$ cat src/rtl/alu_flag_controller.sv
// ---------------------------------------------------------------------------
// alu_flag_controller
//
// Execute-stage control block for the 16-bit ALU. It decodes the ALU
// operation class into the ALU mode / carry-select controls, owns the
// architectural condition-code register (CCR = {C,N,Z}), applies per-op
// flag write masks, clears flags on taken conditional jumps, and saves /
// restores the CCR across interrupts through a small shadow stack.
//
// Ports:
//   clk          in   1  system clock, rising edge
//   rst          in   1  synchronous active-high reset
//   stall        in   1  freezes CCR, FSM, hold counter and shadow stack
//   flush        in   1  current execute op is treated as NOP
//   aluOp        in   3  000 NOP, 001 ADD, 010 NOT, 011 SETC, 100 CLRC,
//                        101 MOV, 110/111 NOP
//   aluFlags     in   3  {C,N,Z} produced by the ALU this cycle
//   jumpTaken    in   1  jump resolved taken this cycle
//   jumpType     in   2  00 JZ, 01 JN, 10 JC, 11 JMP
//   intReq       in   1  level interrupt request, held until intAck
//   rtiReq       in   1  single-cycle return-from-interrupt pulse
//   AlUmode      out  2  00 add, 01 not, 10 pass, 11 nop
//   carrySelect  out  2  00 reset, 01 set, 10 ALU-generated
//   ccr          out  3  registered {C,N,Z}
//   intAck       out  1  pulse on the cycle the CCR is saved
//   busy         out  1  high while saving / holding off flag writes
//   stackErr     out  1  pulse (one cycle after the RTI) on RTI with an
//                        empty shadow stack
// ---------------------------------------------------------------------------
module alu_flag_controller #(
  parameter int SHADOW_DEPTH    = 2,
  parameter int INT_HOLD_CYCLES = 2
) (
  input  logic       clk,
  input  logic       rst,
  input  logic       stall,
  input  logic       flush,
  input  logic [2:0] aluOp,
  input  logic [2:0] aluFlags,
  input  logic       jumpTaken,
  input  logic [1:0] jumpType,
  input  logic       intReq,
  input  logic       rtiReq,
  output logic [1:0] AlUmode,
  output logic [1:0] carrySelect,
  output logic [2:0] ccr,
  output logic       intAck,
  output logic       busy,
  output logic       stackErr
);

  // Occupancy counter must represent 0..SHADOW_DEPTH inclusive.
  localparam int CNT_W = $clog2(SHADOW_DEPTH + 1);
  // Slot index width; the array is rounded up to a power of two so every
  // index value is in range.
  localparam int IDX_W = (SHADOW_DEPTH > 1) ? $clog2(SHADOW_DEPTH) : 1;
  localparam int SLOTS = 1 << IDX_W;

  localparam logic [CNT_W-1:0] DEPTH_C   = CNT_W'(SHADOW_DEPTH);
  localparam logic [CNT_W-1:0] CNT_ONE   = CNT_W'(1);
  localparam logic [CNT_W-1:0] CNT_ZERO  = CNT_W'(0);
  localparam bit               HAS_HOLD  = (INT_HOLD_CYCLES > 0);
  localparam logic [2:0]       HOLD_LAST = (INT_HOLD_CYCLES > 0) ?
                                           3'(INT_HOLD_CYCLES - 1) : 3'd0;

  // Operation classes.
  localparam logic [2:0] OP_ADD  = 3'b001;
  localparam logic [2:0] OP_NOT  = 3'b010;
  localparam logic [2:0] OP_SETC = 3'b011;
  localparam logic [2:0] OP_CLRC = 3'b100;
  localparam logic [2:0] OP_MOV  = 3'b101;

  // ALU mode encodings.
  localparam logic [1:0] MODE_ADD  = 2'b00;
  localparam logic [1:0] MODE_NOT  = 2'b01;
  localparam logic [1:0] MODE_PASS = 2'b10;
  localparam logic [1:0] MODE_NOP  = 2'b11;

  // Carry-select encodings.
  localparam logic [1:0] CS_RESET = 2'b00;
  localparam logic [1:0] CS_SET   = 2'b01;
  localparam logic [1:0] CS_ALU   = 2'b10;

  // Flag write masks, bit order {C,N,Z}.
  localparam logic [2:0] MASK_NONE = 3'b000;
  localparam logic [2:0] MASK_CNZ  = 3'b111;
  localparam logic [2:0] MASK_NZ   = 3'b011;
  localparam logic [2:0] MASK_C    = 3'b100;

  typedef enum logic [1:0] {
    ST_IDLE = 2'b00,
    ST_SAVE = 2'b01,
    ST_HOLD = 2'b10
  } state_t;

  // CCR bit cleared by a taken jump of the given type; JMP tests no flag.
  function automatic logic [2:0] jump_clear_mask(input logic [1:0] jt);
    logic [2:0] m;
    case (jt)
      2'b00:   m = 3'b001;  // JZ clears Z
      2'b01:   m = 3'b010;  // JN clears N
      2'b10:   m = 3'b100;  // JC clears C
      default: m = 3'b000;  // JMP
    endcase
    return m;
  endfunction

  state_t           state_r;
  state_t           state_next;
  logic [2:0]       hold_r;
  logic [2:0]       hold_next;
  logic [2:0]       ccr_r;
  logic [2:0]       ccr_next;
  logic [CNT_W-1:0] count_r;
  logic [CNT_W-1:0] top_idx_s;
  logic [2:0]       stack_r [SLOTS];
  logic             stack_err_r;

  logic             busy_s;
  logic             idle_s;
  logic             save_s;
  logic             full_s;
  logic             empty_s;
  logic             int_go_s;
  logic             rti_pop_s;
  logic             rti_err_s;
  logic [1:0]       mode_s;
  logic [1:0]       csel_s;
  logic [2:0]       mask_s;
  logic [2:0]       merged_s;

  assign idle_s    = (state_r == ST_IDLE);
  assign save_s    = (state_r == ST_SAVE);
  assign busy_s    = !idle_s;
  assign full_s    = (count_r == DEPTH_C);
  assign empty_s   = (count_r == CNT_ZERO);
  assign top_idx_s = count_r - CNT_ONE;

  // A pending interrupt always beats a simultaneous RTI; with a full stack
  // the request simply stays pending and the RTI is still dropped.
  assign int_go_s  = idle_s && intReq && !full_s;
  assign rti_pop_s = idle_s && rtiReq && !intReq && !empty_s;
  assign rti_err_s = idle_s && rtiReq && !intReq && empty_s;

  // ALU control decode; stays live under stall, forced to NOP on flush/busy.
  always_comb begin
    mode_s = MODE_NOP;
    csel_s = CS_RESET;
    mask_s = MASK_NONE;
    if (flush || busy_s) begin
      mode_s = MODE_NOP;
      csel_s = CS_RESET;
      mask_s = MASK_NONE;
    end else begin
      case (aluOp)
        OP_ADD: begin
          mode_s = MODE_ADD;
          csel_s = CS_ALU;
          mask_s = MASK_CNZ;
        end
        OP_NOT: begin
          mode_s = MODE_NOT;
          csel_s = CS_ALU;
          mask_s = MASK_NZ;
        end
        OP_SETC: begin
          mode_s = MODE_NOP;
          csel_s = CS_SET;
          mask_s = MASK_C;
        end
        OP_CLRC: begin
          mode_s = MODE_NOP;
          csel_s = CS_RESET;
          mask_s = MASK_C;
        end
        OP_MOV: begin
          mode_s = MODE_PASS;
          csel_s = CS_RESET;
          mask_s = MASK_NONE;
        end
        default: begin
          mode_s = MODE_NOP;
          csel_s = CS_RESET;
          mask_s = MASK_NONE;
        end
      endcase
    end
  end

  // Interrupt sequencer next-state and hold-counter logic.
  always_comb begin
    state_next = state_r;
    hold_next  = hold_r;
    case (state_r)
      ST_IDLE: begin
        hold_next = 3'd0;
        if (int_go_s) begin
          state_next = ST_SAVE;
        end else begin
          state_next = ST_IDLE;
        end
      end
      ST_SAVE: begin
        hold_next = 3'd0;
        if (HAS_HOLD) begin
          state_next = ST_HOLD;
        end else begin
          state_next = ST_IDLE;
        end
      end
      ST_HOLD: begin
        if (hold_r == HOLD_LAST) begin
          state_next = ST_IDLE;
          hold_next  = 3'd0;
        end else begin
          state_next = ST_HOLD;
          hold_next  = hold_r + 3'd1;
        end
      end
      default: begin
        state_next = ST_IDLE;
        hold_next  = 3'd0;
      end
    endcase
  end

  // CCR next value: save/RTI action, then jump clear over the ALU merge.
  always_comb begin
    ccr_next = ccr_r;
    merged_s = (ccr_r & ~mask_s) | (aluFlags & mask_s);
    if (save_s) begin
      ccr_next = 3'b000;
    end else if (rti_pop_s) begin
      ccr_next = stack_r[top_idx_s[IDX_W-1:0]];
    end else if (rti_err_s) begin
      ccr_next = ccr_r;
    end else if (jumpTaken && !busy_s) begin
      // Clear is applied after the merge so it wins on its bit.
      ccr_next = merged_s & ~jump_clear_mask(jumpType);
    end else begin
      ccr_next = merged_s;
    end
  end

  // State, counter, CCR and shadow stack registers.
  always_ff @(posedge clk) begin
    if (rst) begin
      state_r     <= ST_IDLE;
      hold_r      <= 3'd0;
      ccr_r       <= 3'b000;
      count_r     <= CNT_ZERO;
      stack_err_r <= 1'b0;
      for (int i = 0; i < SLOTS; i++) begin
        stack_r[i] <= 3'b000;
      end
    end else if (stall) begin
      // Everything architectural is frozen; no RTI is consumed this cycle.
      stack_err_r <= 1'b0;
    end else begin
      state_r     <= state_next;
      hold_r      <= hold_next;
      ccr_r       <= ccr_next;
      stack_err_r <= rti_err_s;
      if (save_s) begin
        // The register value is pushed, not this cycle's ALU result.
        stack_r[count_r[IDX_W-1:0]] <= ccr_r;
        count_r                     <= count_r + CNT_ONE;
      end else if (rti_pop_s) begin
        count_r <= count_r - CNT_ONE;
      end else begin
        count_r <= count_r;
      end
    end
  end

  assign AlUmode     = mode_s;
  assign carrySelect = csel_s;
  assign ccr         = ccr_r;
  assign busy        = busy_s;
  // Acknowledge only on a cycle where the save really takes effect.
  assign intAck      = save_s && !stall;
  assign stackErr    = stack_err_r;

endmodule

$ cat config.mk
export PLATFORM = sky130hd
export DESIGN_NAME = alu_flag_controller
export DESIGN_NICKNAME = d
export VERILOG_FILES = /design/src/rtl/alu_flag_controller.sv
export SDC_FILE = /design/constraint.sdc
export NUM_CORES = 1
export LEC_CHECK = 0
export ABC_CLOCK_PERIOD_IN_PS = 1900
export CAP_MARGIN = 40
export CORE_UTILIZATION = 31
export DETAILED_ROUTE_END_ITERATION = 8
export PLACE_DENSITY_LB_ADDON = 0.3
export SLEW_MARGIN = 20
export SYNTH_ARGS = -nofsm -noshare
export SYNTH_HDL_FRONTEND = slang
export SYNTH_SLANG_ARGS = --single-unit
$ cat constraint.sdc
create_clock -name clk -period 1.9 [get_ports clk]
set_clock_uncertainty 0.1 [all_clocks]
set_input_delay 0.19 -clock clk [delete_from_list [all_inputs] [get_ports clk]]
set_output_delay 0.19 -clock clk [all_outputs]
set_load 0.05 [all_outputs]
== Word level (Yosys, flattened, before mapping) ==
Memories as Yosys holds them, arrays and structs flattened.
Cells that the tools add are included.
Storage, ports and cells
  bits in writable memories: 6
  bits in registers: 11
  memories: 1
  logic and storage cells: 83
Operators by class
  equality and inequality tests: 12
  reduce and logical (&&, ||, !) cells: 24
  mux-type cells: 31
  bitwise logic cells: 7
  $add $sub $neg: 3
Memories
  stack_r: words 2, bits a word 3, rd ports 1, clocked after Yosys merged registers in 0, write ports 2, RTL line 116  | logic [2:0] stack_r [SLOTS];
Operators by type and width (number)
  $mux W3: 12
  $pmux W3 S3: 2
  $pmux W2 S3: 2
  $mux W2: 5
  $and A3 B3 Y3: 3
  $mux W1: 9
  $logic_and A1 B1 Y1: 8
  $eq A2 B2 Y1 const B: 3
  $eq A3 B1 Y1 const B: 2
  $eq A3 B2 Y1 const B: 2
  $eq A3 B3 Y1 const B: 2
  $logic_not A2 Y1: 3
  $not A3 Y3: 2
  $reduce_or A2 Y1: 3
  $logic_not A1 Y1: 5
  $eq A2 B1 Y1 const B: 2
  $pmux W2 S2: 1
  $reduce_and A2 Y1: 2
  $add A3 B1 Y3 const B: 1
  $ne A3 B3 Y1 const B: 1
  $or A3 B3 Y3: 1
  $reduce_or A3 Y1: 1
  $add A2 B1 Y2 const B: 1
  $reduce_bool A2 Y1: 1
  other kinds (3): 3

== Depth between registers and ports, before layout ==
  depth in word-level cells: 13
  mapped depth: 6

== Worst setup path before layout ==
Ideal clock, no wire load.
  path type: register to output
  from: register state_r[0]
  to: output carrySelect[0]
  setup slack: -0.853 ns
  data required time: 1.610 ns
  stages on the path, launching flop included: 4
  data arrival time: 2.463 ns
  buffers on the path: 1
  cell sequence: dfxtp_1 buf_6 or3_4 nor4b_1
On the way
  longest elaborated chain between the ends: 4
Ends and longest elaborated chain
  start: declaration: RTL line 108  | state_t state_r;
  start signal: assignment: RTL line 260  | state_r <= state_next;
  $logic_not A2 Y1: RTL line 132  | assign idle_s = (state_r == ST_IDLE);
  $logic_not A1 Y1: RTL line 134  | assign busy_s = !idle_s;
  $logic_or A1 B1 Y1: RTL line 150  | if (flush || busy_s) begin
  $mux W2: RTL line 150
  end: declaration: RTL line 45  | output logic [1:0] carrySelect,
Every way passes these cells.

== Worst setup path in the final report ==
  from: register state_r[0]
  to: output AlUmode[0]
On the way
  longest elaborated chain between the ends: 4
Ends and longest elaborated chain
  $logic_not A2 Y1: RTL line 132
  $logic_not A1 Y1: RTL line 134
  $logic_or A1 B1 Y1: RTL line 150
  $mux W2: RTL line 150
  end: declaration: RTL line 44  | output logic [1:0] AlUmode,
Every way passes these cells.

==> flow_summary_export.csv <==
group,metric,value,unit
sta,hold_viol,0,
layout,diodes,0,
worst_setup_path,end_kind,"output port",
global_routing,grt_pass1_vias,850,
synthesis,async_flop_share,0,%
run,drv_cap,0,
synthesis,yosys_most_used_dff,"dfxtp_1",
cts,htree_levels,1,
run_status,status,"finished, final reports clean",
layout,drive_above_1_share,23.6,%
worst_setup_path,critical_path_class,"register to output port",
routing,drtAntennaViolNets,0,
layout,final_cell_mix,"16 x clkdlybuf4s50_1, 12 x buf_4, 10 x nor2_1",
routing,drtIter0Drc,37,
routing,vias_per_cell,4.83,
placed_design,gp_congestion,0.842,
layout,nets,158,
global_routing,grt-ovfl-total,0,
synthesis,syn_area_per_cell,9.49,sq um
power_and_ir_drop,leakage,0.594,nW
die,dieWidth,58.7,um
synthesis,yosysWarnings,0,
worst_setup_path,critPathLaunchType,"register",
sta,setup_slack,0.0173,ns
placed_design,pre_cts_ws,-0.0446,ns
routing,wire_per_inst,12.7,um
die,rows,20,
global_routing,groute.usage.overall,14.2,%
cts,cts.clk_slew.worst_paths,0.11,ns
global_routing,grt_pass1_wl,3680,um
sta,rsz0062_at_grt,"yes",
sta,finalMaxSlewViolations,0,
sta,min_period,1.88,ns
sta,max_clock_freq,531,MHz
cts,cts_root_buffer,"clkbuf_4",
layout,syn2layout_area_growth,44.6,%
cts,ctsHoldBuffers,0,
worst_setup_path,regToRegSetupSlack,0.06,ns
routing,routed_wl,2330,um
sta,fin_setup_tns,0,ns
hold_path,hp-class,"primary input to register",
die,ioPinCount,25,
layout,post-route-util,47.2,%
global_routing,grt_max_degree,14,
placed_design,port_buffers,24,
synthesis,synth-seq-area-share,40.2,%
worst_setup_path,crit_required,1.61,ns
die,start_util,32.6,%
power_and_ir_drop,irDropWorstVdd,0.000467,V
sta,relSlewSlack,66.5,%
sta,finalSetupViolCount,0,
die,dieHeight,58.7,um
sta,fin_crit_sh,99.1,%
synthesis,synthTopCellsByArea,"dfxtp_1 22%, edfxtp_1 18%, o32ai_1 4.4%",
synthesis,synth_nets,122,
routing,vias,888,
synthesis,synth_edf_count,6,
placed_design,hpwl,1810,um
cts,clk_latency,0.30,ns
global_routing,antenna_found_initial,0,
synthesis,synth_top_area_share,22.1,%
die,core_area,3050,sq um
routing,drc,0,
synthesis,synthCells,105,
cts,numCtsBuffers,3,
worst_setup_path,cp_data_arrival_time,1.59,ns
synthesis,synth_top_cell_by_area,"dfxtp_1",
cts,clock_path_buffers,2,
synthesis,syn_area,996,sq um
die,dieArea,3440,sq um
sta,worstMarginPinSlew,0.502,ns
power_and_ir_drop,power_density,566,nW/um^2
synthesis,synth.distinct_cells,36,
power_and_ir_drop,power,815,uW
layout,final_common_cell,"clkdlybuf4s50_1",
synthesis,synth_seq_cells,17,
routing,firstDrtPassIters,4,
sta,finalHoldWorstSlack,0.444,ns
cts,cts_tree,"done",
worst_setup_path,cp_max_fo,5,
cts,cts.sinks,17,
layout,fill_cells,301,
-- where the power goes --
part | internal [mW] | total (mW) | switching, mW
registers | 0.387 | 0.395 | 0.00833
logic | 0.103 | 0.216 | 0.113
clock network | 0.0785 | 0.204 | 0.126
-- final cells by class --
class	instances	area, sq um	area share (%)
Clock inverter	1	5.00	0.348
Sequential cell	17	408	28.3
Clock buffer	3	22.5	1.56
Inverter	8	30.0	2.09
Timing Repair Buffer	34	347	24.1
Multi-Input combinational cell	77	573	39.8
Tap cell	44	55.1	3.82
-- Yosys cell counts (3+ instances only) --
cell	n
dfxtp_1	11
nor2_1	10
inv_1	8
a21oi_1	6
and2_1	6
edfxtp_1	6
o32ai_1	5
o21ai_0	4
a22oi_1	3
and3_1	3
mux2_2	3
mux2i_1	3
o21a_1	3
xor2_1	3
-- what timing repair did --
| item | in CTS | in global routing |
|---|---|---|
| setup buffers | 3 | 0 |
| setup endpoints to repair | 4 | 4 |
| pin swaps | 1 | 0 |
| gates resized for setup | 6 | 4 |
-- final timing paths --
path | start | end | depth (start not counted)
max reg2reg | state_r[0] | count_r[0] | 5
max | state_r[0] | AlUmode[0] | 3
min | aluFlags[0] | ccr[0] | 3
min reg2reg | hold_r[1] | hold_r[1] | 2
-- worst max-delay path: stages (launching register included) --
cell and delay, ns:
dfxtp_4 0.36, or3_4 0.43, or3_4 0.34, buf_6 0.16
-- cell families after synthesis --
logic type	after synthesis	synth area share, %
XOR/XNOR	4	3.52
AND/OR/NAND/NOR	41	25.9
AO/OA/AOI/OAI	24	16.6
flip-flops	17	40.2
adder cells (fa/ha/maj)	2	2.51
buffers and inverters	11	4.90
multiplexers	6	6.41
-- sequential cells by signal, summed over array words and instances, names as in the netlist --
register	cells
state_r	2
count_r	2
ccr	3
hold_r	3
stack_r	6
stackErr	1
-- metrics by stage --
step	cell area (sq um)	cells
after CTS	1420	184
after global routing	1440	184
after global placement	1350	177
after floorplan	1000	105
final	1440	184
after detailed placement	1350	177
-- per-layer routing --
layer | part of all wire [%] | GRT usage [%]
met1 | 46 | 17.7
met5 | 0 | 0
met3 | 3.9 | 4.62
met2 | 50 | 24.6
met4 | 0.47 | 2.04
(Power assumes the default switching activity.)
